--- src/rtl/tpu_sram_pkg.sv ---
// Shared types and the byte-lane merge helper for the multi-port scratchpad bank.
package tpu_sram_pkg;

   typedef enum logic {S_CLEAR, S_READY} sram_state_t;

   // Widest word the merge helper handles; callers zero-extend and truncate.
   localparam int MAX_DW = 256;

   function automatic logic [MAX_DW-1:0] lane_merge(
      input logic [MAX_DW-1:0] old_w,
      input logic [MAX_DW-1:0] new_w,
      input logic [MAX_DW-1:0] be,
      input int                lane_w
   );
      logic [MAX_DW-1:0] m;
      for (int b = 0; b < MAX_DW; b++)
         m[b] = be[b / lane_w] ? new_w[b] : old_w[b];
      return m;
   endfunction

endpackage

--- src/rtl/sram_rd_port.sv ---
// One registered read port: range check, write-first bypass and output registers.
module sram_rd_port
   import tpu_sram_pkg::*;
#(
   parameter int DATA_WIDTH = 8,
   parameter int NUM_ELEM   = 8,
   parameter int LANE_W     = 8,
   parameter int AW         = 3,
   localparam int NUM_LANES = DATA_WIDTH / LANE_W
) (
   input  logic                  clk,
   input  logic                  rst_n,
   input  logic                  acc,
   input  logic                  re,
   input  logic [AW-1:0]         raddr,
   input  logic [DATA_WIDTH-1:0] mem_word,
   input  logic                  wr_en,
   input  logic [AW-1:0]         waddr,
   input  logic [DATA_WIDTH-1:0] wdata,
   input  logic [NUM_LANES-1:0]  wbe,
   output logic [DATA_WIDTH-1:0] rdata,
   output logic                  rvalid
);

   localparam logic [AW:0] ELEM_CNT = (AW+1)'(NUM_ELEM);

   logic [DATA_WIDTH-1:0] rd_word;

   // Same-cycle write to the same word is visible to the read (write-first).
   always_comb begin
      rd_word = mem_word;
      if ({1'b0, raddr} >= ELEM_CNT)
         rd_word = '0;
      else if (wr_en && (waddr == raddr))
         rd_word = DATA_WIDTH'(lane_merge(MAX_DW'(mem_word), MAX_DW'(wdata),
                                          MAX_DW'(wbe), LANE_W));
   end

   always_ff @(posedge clk or negedge rst_n) begin
      if (!rst_n) begin
         rdata  <= '0;
         rvalid <= 1'b0;
      end else begin
         rvalid <= acc & re;
         if (acc && re)
            rdata <= rd_word;
      end
   end

endmodule

--- src/rtl/sram_bank_mp.sv ---
// Scratchpad bank: one byte-enabled write port, NUM_RD registered read ports,
// contents cleared by a one-word-per-cycle sweep after reset and on request.
module sram_bank_mp
   import tpu_sram_pkg::*;
#(
   parameter int                    DATA_WIDTH = 8,
   parameter int                    NUM_ELEM   = 8,
   parameter int                    NUM_RD     = 2,
   parameter int                    LANE_W     = 8,
   parameter logic [DATA_WIDTH-1:0] CLEAR_VAL  = '0,
   localparam int                   AW         = (NUM_ELEM > 1) ? $clog2(NUM_ELEM) : 1,
   localparam int                   NUM_LANES  = DATA_WIDTH / LANE_W
) (
   input  logic                               clk,
   input  logic                               rst_n,
   input  logic                               clear,
   output logic                               ready,
   input  logic                               we,
   input  logic [AW-1:0]                      waddr,
   input  logic [DATA_WIDTH-1:0]              wdata,
   input  logic [NUM_LANES-1:0]               wbe,
   input  logic [NUM_RD-1:0]                  re,
   input  logic [NUM_RD-1:0][AW-1:0]          raddr,
   output logic [NUM_RD-1:0][DATA_WIDTH-1:0]  rdata,
   output logic [NUM_RD-1:0]                  rvalid
);

   localparam logic [AW:0]   ELEM_CNT = (AW+1)'(NUM_ELEM);
   localparam logic [AW-1:0] LAST     = AW'(NUM_ELEM - 1);

   logic [DATA_WIDTH-1:0] mem [NUM_ELEM];

   sram_state_t           state, state_nxt;
   logic [AW-1:0]         clr_ptr, ptr_nxt;
   logic                  acc, sweep, wr_en;
   logic [DATA_WIDTH-1:0] wr_word;

   always_ff @(posedge clk or negedge rst_n) begin
      if (!rst_n) begin
         state   <= S_CLEAR;
         clr_ptr <= '0;
      end else begin
         state   <= state_nxt;
         clr_ptr <= ptr_nxt;
      end
   end

   always_comb begin
      state_nxt = state;
      ptr_nxt   = clr_ptr;
      case (state)
         S_CLEAR: begin
            if (clear)
               ptr_nxt = '0;
            else if (clr_ptr == LAST) begin
               state_nxt = S_READY;
               ptr_nxt   = '0;
            end else
               ptr_nxt = clr_ptr + 1'b1;
         end
         S_READY: begin
            if (clear) begin
               state_nxt = S_CLEAR;
               ptr_nxt   = '0;
            end
         end
         default: state_nxt = S_CLEAR;
      endcase
   end

   // A clear request drops any write or read presented in the same cycle.
   always_comb begin
      ready = (state == S_READY);
      sweep = (state == S_CLEAR);
      acc   = ready & ~clear;
   end

   assign wr_en   = acc & we & ({1'b0, waddr} < ELEM_CNT);
   assign wr_word = DATA_WIDTH'(lane_merge(MAX_DW'(mem[waddr]), MAX_DW'(wdata),
                                           MAX_DW'(wbe), LANE_W));

   always_ff @(posedge clk) begin
      if (sweep)
         mem[clr_ptr] <= CLEAR_VAL;
      else if (wr_en)
         mem[waddr] <= wr_word;
   end

   for (genvar i = 0; i < NUM_RD; i++) begin : g_rd
      sram_rd_port #(
         .DATA_WIDTH (DATA_WIDTH),
         .NUM_ELEM   (NUM_ELEM),
         .LANE_W     (LANE_W),
         .AW         (AW)
      ) u_port (
         .clk      (clk),
         .rst_n    (rst_n),
         .acc      (acc),
         .re       (re[i]),
         .raddr    (raddr[i]),
         .mem_word (mem[raddr[i]]),
         .wr_en    (wr_en),
         .waddr    (waddr),
         .wdata    (wdata),
         .wbe      (wbe),
         .rdata    (rdata[i]),
         .rvalid   (rvalid[i])
      );
   end

endmodule

--- config.mk ---
export PLATFORM = sky130hd
export DESIGN_NAME = sram_bank_mp
export DESIGN_NICKNAME = d
export VERILOG_FILES = /design/src/rtl/tpu_sram_pkg.sv /design/src/rtl/sram_rd_port.sv /design/src/rtl/sram_bank_mp.sv
export SDC_FILE = /design/constraint.sdc
export NUM_CORES = 1
export LEC_CHECK = 0
export BUFFER_PORTS_ARGS = -buffer_cell sky130_fd_sc_hd__buf_4
export CORE_MARGIN = 2
export CORE_UTILIZATION = 50
export DETAILED_ROUTE_END_ITERATION = 8
export GPL_TIMING_DRIVEN = 1
export HOLD_SLACK_MARGIN = 0.1
export PLACE_DENSITY = 0.69
export SLEW_MARGIN = 0
export SYNTH_ARGS = -nofsm -noshare
export SYNTH_HDL_FRONTEND = slang
export SYNTH_SLANG_ARGS = --single-unit
--- constraint.sdc ---
create_clock -name clk -period 2.3 [get_ports clk]
set_input_delay 0.23 -clock clk [delete_from_list [all_inputs] [get_ports clk]]
set_output_delay 0.23 -clock clk [all_outputs]
set_load 0.05 [all_outputs]
# == Yosys cells after proc, flatten, opt, wreduce, memory -nomap -nowiden ==
# Memories as Yosys holds them, arrays and structs flattened.
# Cells that the tools add are included.
# word_totals
regBits,22
latch_bits,0
ram_bits,64
mem_bits_ro,0
input_bits,24
output_inout_bits,19
word_cells,66
mem_count,1
# mem_list
name,words,word_bits,rd,rd_ports_with_merged_regs,wr,line,text
mem,8,8,2,0,1,sram_bank_mp.sv:31,logic [DATA_WIDTH-1:0] mem [NUM_ELEM];
# op_classes
n_addsub,1
mul,0
div,0
magnitude_cmp,0
eq_ne,5
shifts,0
mux,41
bitwise,6
reduce_logical,6
# op_table
cell,n
1-bit two-way mux,32
8-bit two-way mux,3
3-bit two-way mux,4
8-bit OR reduction,1
3-bit equality test,2
3-bit case mux with 2 select lines,1
1-bit AND,4
1-bit logical AND,4
3-bit by 1-bit adder with 3-bit output (second input constant),1
3-bit equality test (second input constant),1
2-bit inequality test (second input constant),1
1-bit inverter,2
1-bit case mux with 2 select lines,1
2-bit AND reduction,1
1-bit inequality test (second input constant),1

# == Longest topological paths before layout ==
# logic_depth
word_depth,9
depth_mapped,6
ltp_nobuf,5

# == By module ==
# From an unflattened synthesis, not the netlist that was laid out.
# unflattened
cells_unflattened,290
area_unflattened_um2,4544.4
# modules_own_cells
mod,instances,cells_each,area_each_um2,seq_area_each_um2
sram_bank_mp,1,176,3420.8,2021.9
sram_rd_port,2,57,561.8,225.2

# == Least setup slack after synthesis ==
# OpenSTA, ideal clock, no wires.
# synth_path
path_kind,register to register
startpoint,"register state, in the netlist ready"
endpoint,memory mem[2][0] (enable)
setup_time_ns,0.370
t_arrival_ns,1.732
required_ns,1.930
setup_slack_ns,0.198
stages_incl_launch_ff,5
path_cell_list,dfrtp_1 -> buf_2 -> and4b_1 -> a32oi_1 -> nor2_1
# synth_between
elab_chain_len,8
elab_cells_between_ends,10
# synth_lines
element,line,text
from (decl),sram_bank_mp.sv:33,"sram_state_t state, state_nxt;"
from (signal assigned),sram_bank_mp.sv:43,state <= state_nxt;
1-bit AND,sram_bank_mp.sv:75,acc = ready & ~clear;
1-bit AND,sram_bank_mp.sv:78,"assign wr_en = acc & we & ({1'b0, waddr} < ELEM_CNT);"
1-bit two-way mux,sram_bank_mp.sv:85,else if (wr_en)
1-bit two-way mux,sram_bank_mp.sv:83,if (sweep)
1-bit two-way mux (implied by the code),sram_bank_mp.sv:86,mem[waddr] <= wr_word;
2-bit AND reduction (no line),n/a,
8-bit OR reduction (no line),n/a,
3-bit two-way mux (no line) or 1-bit two-way mux (tied branches),n/a,
to (decl),sram_bank_mp.sv:31,
# Parallel ways exist; a longest one is shown, timed or not.

# == Worst setup path after layout ==
# layout_path
startpoint,"register state, in the netlist ready"
endpoint,memory mem[0][0] (enable)
# The elaborated chain is that of the path after synthesis.

==> reports/metrics.cfg <==
[run_status]
outcome = completed

[power_and_ir_drop]
p_leak_nw = 1.99
ir_drop_mv = 0.327
finalPower_mw = 3.40
pwr_density_cell_nw_per_um2 = 708

[final_layout]
fillers = 604
diodes = 0
nets = 328
layout_common_cells = edfxtp_1 (64), buf_4 (51), nand2_1 (30)
multi_input_area_um2 = 1560
seq_area_um2 = 2470
fin_area_um2 = 4800
final_cells = 412
layout_commonest_cell = edfxtp_1
layout-drive-gt1-share_pct = 29.6
synthToLayoutAreaGrowth_pct = 15.7

[sta]
tightest_slew_ns = 0.493
rsz0062_at_grt = no
fin_crit_ns = 1.96
period_share_pct = 85.2
tns_ns = 0
hold_viol_final = 0
setup_violations = 0
slew_headroom_pct = 67.0
drv_slew = 0
worst_clock_skew_ns = 0.0133
fmax_mhz = 510

[synthesis]
synth_ff_type = edfxtp_1
synth_edf_count = 64
synth-seq-cells = 86
syn_inst = 253
synth_seq_area_share_pct = 59.6
ys_types = 34
yosys_warnings = 0
async_reset_ff_share_pct = 25.6
syn_area_um2 = 4150
synth_fp_nets = 279
syn_avg_cell_area_um2 = 16.4

[clocking]
cts_root_buf = clkbuf_8
numCtsBuffers = 9
clock_latency_ns = 0.35
ctsHtreeMaxLevel = 3
cts_sinks = 86
clockBufferDepth = 2
clkSlewWorstSetupHoldPaths_ns = 0.10
cts_tree = yes

[worst_setup_path]
cp_data_arrival_time_ns = 1.96
crit_chain = nand4b_4, mux2i_1, and2_1
crit_buf_inv = 0
cp_max_fo = 13
endpoint_kind = flop
cp_top_family = simple AND/OR/NAND/NOR gates
required_ns = 2.29
start_kind = flop
critical_path_class = flop to flop
crit_path_top_delay_cell = dfrtp_1
cpPeakStageDelay_ns = 0.63

[worst_hold_path]
min_path_type = input port to flop

[place]
gp_congestion = 0.834
dp_cells = 394
post-dp-hpwl_mm = 6.10
port_buffers = 42
place_area_um2 = 4550

[global_route]
grt_pass1_vias = 2376
grt_pass1_wl_mm = 13.0
gr-total-overflow = 0
antenna_found_initial = 0
grt_use_total_pct = 20.1
grt_max_degree = 23

[drt]
wl_per_cell_um = 20.6
wirelength_mm = 8.50
viasPerCell = 5.89
post-route-drc-count = 0
dr_total_vias = 2428
antenna_left = 0
dr.first_iter.drc_count = 184
first_pass_iters = 4

[die]
io_pins = 43
core_um2 = 8130
initial_utilization_pct = 51.0
die_area_um2 = 9040
row_count = 33
die_y_um = 95.1
die_w_um = 95.1

[flow_run]
maxCapViolCount = 0

-- per-stage QoR --
stage | util (%) | hold WS (ns) | worst slack (ns)
after global placement | 56.0 | 0.131 | 0.437
final | 59.0 | 0.182 | 0.339
after CTS | 59.0 | 0.166 | 0.341
after global routing | 59.0 | 0.166 | 0.222
after floorplan | - | -0.0656 | 0.198
after detailed placement | 56.0 | 0.130 | 0.364
-- final cells by class --
cell class / count / area share, %
clock buffers: 10 / 3.10
clock inverters: 6 / 1.54
inverters: 3 / 0.235
multi-input cells: 149 / 32.4
flip-flops and latches: 86 / 51.6
well taps: 105 / 2.74
repair buffers: 53 / 8.40
-- tightest hold or removal path, delay by kind of cell --
family                 cells  cell delay [ns]
muxes                      1             0.07
buffers and inverters      1             0.09
AOI/OAI and AO/OA          1             0.11
-- cells by family after synthesis --
| family | after synthesis | share of synthesized area, % |
|---|---|---|
| compound gates | 21 | 3.98 |
| xor+xnor | 6 | 1.27 |
| mux | 53 | 23.7 |
| flops | 86 | 59.6 |
| fa+ha+maj | 2 | 0.603 |
| simple gates | 67 | 7.97 |
| buf+inv | 18 | 2.87 |
-- repair_timing --
item	in CTS	in global routing
hold endpoints to repair	26	0
hold buffers	2	0
resized for setup	0	0
setup buffers	0	0
-- worst paths after layout --
| check | from | slack [ns] | cells after the start | to |
|---|---|---|---|---|
| setup / recovery | ready | 0.34 | 3 | mem[0][0] |
| min in group asynchronous | rst_n | 0.28 | 2 | ready |
| max in group asynchronous | rst_n | 1.79 | 2 | g_rd[1].u_port.rdata[2] |
| hold / removal | wdata[1] | 0.18 | 3 | g_rd[1].u_port.rdata[1] |
| hold reg to reg | g_rd[1].u_port.rdata[2] | 0.50 | 2 | g_rd[1].u_port.rdata[2] |
| setup reg to reg | ready | 0.34 | 3 | mem[0][0] |
-- registers in the layout, indices dropped and copies added, names as in the netlist --
name                count
clr_ptr                 3
g_rd.u_port.rdata      16
g_rd.u_port.rvalid      2
ready                   1
mem                    64
-- cells in the mapped netlist (2+ instances only) --
cell,number,area share [%]
edfxtp_1,64,46
buf_4,4,0.72
mux2_2,2,0.54
ha_1,2,0.60
buf_6,4,1.1
buf_2,5,0.60
nand4_1,3,0.45
a21oi_1,2,0.24
mux2i_1,19,4.6
nor2_1,20,1.8
nor3_1,2,0.24
mux4_1,13,8.2
xnor2_1,4,0.84
xor2_1,2,0.42
mux4_2,19,10
inv_1,3,0.27
and2_1,3,0.45
dfrtp_1,22,13
clkbuf_1,2,0.18
o21ai_1,2,0.24
nand2_1,30,2.7
o221ai_1,14,3.0
-- per-layer routing --
| metal | track usage [%] | part of all wire, % | routed length [um] |
|---|---|---|---|
| met3 | 3.16 | 5.6 | 477 |
| met1 | 26.8 | 43 | 3630 |
| met2 | 34.0 | 51 | 4320 |
| met4 | 6.40 | 0.82 | 70 |
| met5 | 0 | 0 | 0 |
-- power breakdown --
part / total [mW] / internal [mW] / leakage (nW) / switching, mW
clock network: 1.15 / 0.583 / 0.107 / 0.563
logic: 0.467 / 0.197 / 0.919 / 0.270
registers: 1.78 / 1.74 / 0.967 / 0.0434
No activity file was read; power rests on OpenSTA's default activity.
